### src/rtl/alu_pkg.sv
// Shared definitions for the ALU issue stage: ALU operation codes, RV32I
// opcode/funct fields used by the decoder, and the decoded-operation bundle.
package alu_pkg;

  localparam int XLEN = 32;
  localparam int OPW  = 32;

  // ALU operation codes; code 2 is reserved and never issued.
  typedef enum logic [OPW-1:0] {
    ALU_ADD  = 32'd0,
    ALU_SUB  = 32'd1,
    ALU_SLL  = 32'd3,
    ALU_SRL  = 32'd4,
    ALU_SRA  = 32'd5,
    ALU_SLTU = 32'd6,
    ALU_SLT  = 32'd7,
    ALU_OR   = 32'd8,
    ALU_AND  = 32'd9,
    ALU_XOR  = 32'd10,
    ALU_LUI  = 32'd11
  } alu_op_e;

  // RV32I major opcodes handled by this stage.
  localparam logic [6:0] OPC_OP     = 7'b0110011;
  localparam logic [6:0] OPC_OP_IMM = 7'b0010011;
  localparam logic [6:0] OPC_LUI    = 7'b0110111;
  localparam logic [6:0] OPC_AUIPC  = 7'b0010111;

  // funct3 encodings shared by register and immediate forms.
  localparam logic [2:0] F3_ADD_SUB = 3'b000;
  localparam logic [2:0] F3_SLL     = 3'b001;
  localparam logic [2:0] F3_SLT     = 3'b010;
  localparam logic [2:0] F3_SLTU    = 3'b011;
  localparam logic [2:0] F3_XOR     = 3'b100;
  localparam logic [2:0] F3_SRL_SRA = 3'b101;
  localparam logic [2:0] F3_OR      = 3'b110;
  localparam logic [2:0] F3_AND     = 3'b111;

  // funct7: base encoding and the alternate (SUB/SRA) encoding.
  localparam logic [6:0] F7_BASE = 7'b0000000;
  localparam logic [6:0] F7_ALT  = 7'b0100000;

  typedef struct packed {
    alu_op_e          op;
    logic [XLEN-1:0]  a;
    logic [XLEN-1:0]  b;
    logic [4:0]       rd;
    logic             we;
    logic             illegal;
  } issue_bundle_t;

endpackage

### src/rtl/alu_decode.sv
// Combinational RV32I integer-ALU decoder: instruction, PC and register
// operands in, ALU operation bundle out.
module alu_decode
  import alu_pkg::*;
(
  input  logic [31:0]     instr,
  input  logic [XLEN-1:0] pc,
  input  logic [XLEN-1:0] rs1_data,
  input  logic [XLEN-1:0] rs2_data,
  output issue_bundle_t   bundle
);

  logic [6:0]      opcode;
  logic [2:0]      funct3;
  logic [6:0]      funct7;
  logic [XLEN-1:0] imm_i;
  logic [XLEN-1:0] shamt_r;
  logic [XLEN-1:0] shamt_i;
  logic            illegal_c;

  assign opcode  = instr[6:0];
  assign funct3  = instr[14:12];
  assign funct7  = instr[31:25];
  assign imm_i   = {{20{instr[31]}}, instr[31:20]};
  assign shamt_r = {27'b0, rs2_data[4:0]};
  assign shamt_i = {27'b0, instr[24:20]};

  // Decode the supported subset; anything else is flagged illegal and zeroed.
  always_comb begin
    // NOTE: every field gets a default up front so no path can infer a latch.
    bundle    = '0;
    illegal_c = 1'b0;
    bundle.rd = instr[11:7];

    if (instr[1:0] != 2'b11) begin
      illegal_c = 1'b1;
    end else begin
      case (opcode)
        OPC_OP: begin
          bundle.a = rs1_data;
          bundle.b = rs2_data;
          if (!(funct7 == F7_BASE ||
                (funct7 == F7_ALT && (funct3 == F3_ADD_SUB || funct3 == F3_SRL_SRA))))
            illegal_c = 1'b1;
          case (funct3)
            F3_ADD_SUB: bundle.op = (funct7 == F7_ALT) ? ALU_SUB : ALU_ADD;
            F3_SLL: begin
              bundle.op = ALU_SLL;
              bundle.b  = shamt_r;
            end
            F3_SLT:     bundle.op = ALU_SLT;
            F3_SLTU:    bundle.op = ALU_SLTU;
            F3_XOR:     bundle.op = ALU_XOR;
            F3_SRL_SRA: begin
              bundle.op = (funct7 == F7_ALT) ? ALU_SRA : ALU_SRL;
              bundle.b  = shamt_r;
            end
            F3_OR:      bundle.op = ALU_OR;
            default:    bundle.op = ALU_AND;  // F3_AND
          endcase
        end
        OPC_OP_IMM: begin
          bundle.a = rs1_data;
          bundle.b = imm_i;
          case (funct3)
            F3_ADD_SUB: bundle.op = ALU_ADD;
            F3_SLL: begin
              bundle.op = ALU_SLL;
              bundle.b  = shamt_i;
              if (funct7 != F7_BASE) illegal_c = 1'b1;
            end
            F3_SLT:     bundle.op = ALU_SLT;
            F3_SLTU:    bundle.op = ALU_SLTU;
            F3_XOR:     bundle.op = ALU_XOR;
            F3_SRL_SRA: begin
              bundle.op = (funct7 == F7_ALT) ? ALU_SRA : ALU_SRL;
              bundle.b  = shamt_i;
              if (funct7 != F7_BASE && funct7 != F7_ALT) illegal_c = 1'b1;
            end
            F3_OR:      bundle.op = ALU_OR;
            default:    bundle.op = ALU_AND;  // F3_AND
          endcase
        end
        OPC_LUI: begin
          bundle.op = ALU_LUI;
          bundle.a  = {12'b0, instr[31:12]};
          bundle.b  = '0;
        end
        OPC_AUIPC: begin
          bundle.op = ALU_ADD;
          bundle.a  = pc;
          bundle.b  = {instr[31:12], 12'b0};
        end
        default: illegal_c = 1'b1;
      endcase
    end

    if (illegal_c) begin
      bundle.op = ALU_ADD;
      bundle.a  = '0;
      bundle.b  = '0;
    end
    bundle.illegal = illegal_c;
    bundle.we      = !illegal_c && (bundle.rd != 5'd0);
  end

endmodule

### src/rtl/alu_issue.sv
// ALU issue stage: decodes one instruction per cycle and presents it through
// a registered valid/ready output backed by a one-entry skid buffer, so the
// upstream ready never depends combinationally on the downstream ready.
module alu_issue
  import alu_pkg::*;
#(
  parameter int WORDSIZE = 32,
  parameter int OPSIZE   = 32
) (
  input  logic                clk,
  input  logic                rst_n,
  input  logic                in_valid,
  output logic                in_ready,
  input  logic [31:0]         instr,
  input  logic [WORDSIZE-1:0] pc,
  input  logic [WORDSIZE-1:0] rs1_data,
  input  logic [WORDSIZE-1:0] rs2_data,
  output logic                out_valid,
  input  logic                out_ready,
  output logic [OPSIZE-1:0]   op,
  output logic [WORDSIZE-1:0] a,
  output logic [WORDSIZE-1:0] b,
  output logic [4:0]          rd,
  output logic                we,
  output logic                illegal
);

  issue_bundle_t dec;
  issue_bundle_t out_q;
  issue_bundle_t skid_q;
  logic          skid_valid;
  logic          in_fire;
  logic          out_load;

  alu_decode u_decode (
    .instr    (instr),
    .pc       (pc),
    .rs1_data (rs1_data),
    .rs2_data (rs2_data),
    .bundle   (dec)
  );

  // Ready depends only on registered skid state, never on out_ready.
  assign in_ready = rst_n & ~skid_valid;
  assign in_fire  = in_valid & in_ready;
  assign out_load = ~out_valid | out_ready;

  // Output register and skid occupancy: refill from skid first to keep order.
  always_ff @(posedge clk or negedge rst_n) begin
    if (!rst_n) begin
      out_valid  <= 1'b0;
      out_q      <= '0;
      skid_valid <= 1'b0;
    end else if (out_load) begin
      if (skid_valid) begin
        out_q      <= skid_q;
        out_valid  <= 1'b1;
        skid_valid <= 1'b0;
      end else if (in_fire) begin
        out_q      <= dec;
        out_valid  <= 1'b1;
      end else begin
        out_valid  <= 1'b0;
      end
    end else if (in_fire) begin
      skid_valid <= 1'b1;
    end
  end

  // Skid payload capture when the output is stalled.
  // NOTE: the skid payload has no reset; skid_valid alone says whether it is meaningful.
  always_ff @(posedge clk) begin
    if (!out_load && in_fire) skid_q <= dec;
  end

  assign op      = OPSIZE'(out_q.op);
  assign a       = WORDSIZE'(out_q.a);
  assign b       = WORDSIZE'(out_q.b);
  assign rd      = out_q.rd;
  assign we      = out_q.we;
  assign illegal = out_q.illegal;

endmodule
### config.mk
export PLATFORM = sky130hd
export DESIGN_NAME = alu_issue
export DESIGN_NICKNAME = d
export VERILOG_FILES = /design/src/rtl/alu_pkg.sv /design/src/rtl/alu_decode.sv /design/src/rtl/alu_issue.sv
export SDC_FILE = /design/constraint.sdc
export NUM_CORES = 1
export LEC_CHECK = 0
export CAP_MARGIN = 30
export CORE_MARGIN = 1
export CORE_UTILIZATION = 47
export CTS_CLUSTER_SIZE = 28
export DETAILED_ROUTE_END_ITERATION = 10
export PLACE_DENSITY = 0.81
export SLEW_MARGIN = 20
export SYNTH_ARGS = -nofsm -noshare
export SYNTH_HDL_FRONTEND = slang
export SYNTH_SLANG_ARGS = --single-unit
### constraint.sdc
create_clock -name clk -period 3.75 [get_ports clk]
set_clock_uncertainty 0.2 [all_clocks]
set_input_delay 1.125 -clock clk [delete_from_list [all_inputs] [get_ports clk]]
set_output_delay 1.125 -clock clk [all_outputs]
set_load 0.005 [all_outputs]
==> results of run 1 <==
## registers in the layout, summed over array words and instances, names as in the netlist
| register | count |
|---|---|
| we | 1 |
| a | 32 |
| skid_q | 75 |
| b | 32 |
| rd | 5 |
| out_valid | 1 |
| op | 4 |
| illegal | 1 |
| skid_valid | 1 |
## cells in the mapped netlist (2+ instances only)
cell | number | area share
and3_1 | 2 | 0.0016
buf_4 | 30 | 0.029
a21oi_2 | 2 | 0.0023
o21ai_0 | 20 | 0.013
buf_6 | 7 | 0.010
mux2i_1 | 36 | 0.047
a31oi_1 | 17 | 0.014
edfxtp_1 | 75 | 0.29
nor3_1 | 17 | 0.011
dfrtp_1 | 77 | 0.25
nor2_1 | 131 | 0.064
inv_1 | 5 | 0.0025
nand2_1 | 24 | 0.012
buf_2 | 5 | 0.0033
a22oi_1 | 64 | 0.063
a21oi_1 | 104 | 0.068
clkbuf_1 | 49 | 0.024
o22ai_1 | 2 | 0.0016
nor2b_1 | 44 | 0.036
nand3_1 | 21 | 0.014
nand2b_1 | 16 | 0.013
## layout make-up
class                   instances  share of cell area
repair buffers                237              0.2261
well taps                     216             0.02559
clock inverters                12             0.01836
clock buffers                  20             0.04419
inverters                       5            0.001777
flip-flops and latches        152              0.3959
multi-input cells             543              0.2882
## metrics by stage
step,cells,power [mW],util,area [um2]
finish,1185,5.035,0.6648,10560
global route,1185,5.225,0.6648,10560
CTS,1185,5.049,0.6648,10560
detailed placement,1153,3.139,0.6232,9899
global placement,1153,3.114,0.6232,9899
floorplan,792,2.486,-,7739
## cell families (layout without fill, tap and decap cells)
kind of cell / Yosys count / after routing / synth area share
AOI/OAI and AO/OA: 217 / 217 / 0.1735
and+or+nand+nor: 260 / 260 / 0.1583
xor gates and xnor gates: 1 / 1 / 0.001147
buffers and inverters: 97 / 274 / 0.07013
other: 1 / 28 / 0.0004911
muxes: 37 / 37 / 0.04916
DFF: 152 / 152 / 0.5473
## per-layer routing
layer  vias to the layer above  part of all wire  track usage
met1                      3086              0.40       0.3202
met5                         -           0.00041            0
met2                       317              0.49       0.4491
met4                         2             0.030       0.1074
met3                        51             0.084      0.07184
li1                       3054                 -            -
## power by group through the flow
stage / Clock, mW / Combinational, mW / Sequential [mW]
finish: 1.92 / 1.05 / 2.07
global route: 2.00 / 1.14 / 2.09
CTS: 1.93 / 1.05 / 2.07
detailed placement: 0 / 1.04 / 2.10
global placement: 0 / 1.02 / 2.09
floorplan: 0 / 0.400 / 2.09
## worst min-delay path by stage
stage                          start         to  depth (start not counted)
final                          rd[1]      rd[1]                          2
after global routing      skid_q[61]      a[22]                          2
after CTS                       b[1]       b[1]                          2
after detailed placement   out_valid  out_valid                          2
after global placement          b[0]       b[0]                          2
after floorplan            out_valid  out_valid                          2
## critical path: cells and delay by family
family | cells | cell delay, ns
buf+inv | 2 | 0.64
simple gates | 1 | 0.23
==> metrics.md, run 1 <==
| Metric | Value |
|---|---|
| Status | finished clean |
| # fillers | 1321 |
| Crit path required time | 2.42 ns |
| Netlist Area Pre-Place | 0.007636 mm2 |
| Initial DRC Count | 493 |
| Logic pwr share | 0.208 |
| RD Place Congestion | 0.8584 |
| Final ANT Viol Nets | 0 |
| Slew Viols, Final | 0 |
| Post-DP HPWL | 15220 um |
| # clock sinks | 152 |
| Diode count | 0 |
| DRT Wirelength | 21950 um |
| Footprint of the multi-input gates | 0.003043 mm2 |
| Internal power | 3.777 mW |
| Setup TNS | 0 ns |
| Final Hold Viols | 0 |
| Area growth syn-to-layout | 38.29% |
| Hold_ws | 0.3205 ns |
| # Post-CTS Setup Buffers | 0 |
| Worst skew pair latency | 0.43 ns |
| First-pass GRT wire length | 33020 um |
| Max-cap violations | 0 |
| Die Y | 129.5 um |
| Crit-path max FO | 2 |
| Most frequent cells in the layout | clkdlybuf4s50_1, nor2_1, a21oi_1, dfrtp_1, edfxtp_1 |
| FF+latch count, synth | 152 |
| Worst Setup EP | in_ready |
| Critical path class | in -> out |
| Seq. cell area | 0.004180 mm2 |
| Core area | 0.01589 mm2 |
| Ys async rst share | 0.5066 |
| R2r setup slk | 1.11 ns |
| Maximum vdd ir drop | 0.3638 mV |
| Post-synth EDFFs | 75 |
| Avg Inst Size Synth | 9.982 um2 |
| Vias per cell | 5.494 |
| CP Launch Type | input pin |
| Min Clock Period, post-route | 3.327 ns |
| Layout cells sized above 1 | 0.07740 |
| Max Root-Sink Buffers | 2 |
| Least-Margin Pin Slew | 0.7824 ns |
| Reg power frac | 0.410 |
| Net Sw Frac | 0.2499 |
| Antenna violations before repair | 1 |
| TritonCTS Buffers | 17 |
| Port bufs | 208 |
| Initial Util | 0.4807 |
| H-tree Lvls | 4 |
| Vias in the first global route | 6199 |
| Drt drc | 0 |
| LEAKAGE | 3.818 nW |
| Commonest non-fill, non-tap cell in the layout | clkdlybuf4s50_1 |
| Nets | 1088 |
| Worst Setup SP | rst_n |
| Ys flop type | dfrtp_1 |
| Hold buffers post-CTS | 0 |
| Cell variety after synth | 38 |
| Sequential area share after synthesis | 0.5473 |
| CP max stage delay | 0.54 ns |
| Grt ovf | 0 |
| FP Rows | 46 |
| Post-route setup slack | 0.4231 ns |
| GRT Resource Usage Total | 0.2648 |
| DRT Pass-1 Iters | 5 |
| Critical path arrival | 2.00 ns |
| Avg WL per Cell | 18.52 um |
| Ports | 237 |
| Via count | 6510 |
| Pin count of the biggest net entering global routing | 72 |
| R2r startpoint | skid_valid |
| FF-to-FF End | illegal |
| Post-CTS sizing | 0 |
| Clk pin slew, worst setup/hold paths | 0.06 ns |
| CP Capture Type | output port |
| Total die area | 0.01676 mm2 |
| F_max | 0.3006 GHz |
| Yosys warns | 0 |
| Worst min path class | reg -> reg |
| R2R depth | 5 |
| Mapped Cells | 765 |
| Tcrit/Tclk final | 0.8872 |
| Critical-path top delay cell | clkdlybuf4s50_1 |
| RSZ-0062 raised after global routing | no |
| CTS tree | yes |
| Slew margin rel. | 0.4765 |
| Pwr dens | 476.8 mW/mm2 |
| DP Worst Slack | 0.1179 ns |
| Clk network pwr share | 0.382 |
| Clock root buffer master | clkbuf_16 |
| Switch Pwr | 1.258 mW |
| Die Wd | 129.5 um |
| Setup-failing EPs final | 0 |
| Worst path cell trace | buf_4 -> nor2b_1 -> clkdlybuf4s50_1 |
Note: power is estimated with default switching activity, not from simulation.
==> run 2: changes to the inputs <==
Settings changed: TNS_END_PERCENT set to 10.
==> results of run 2 <==
Same layout as run 1: the final DEF is identical, and so are final timing and power.
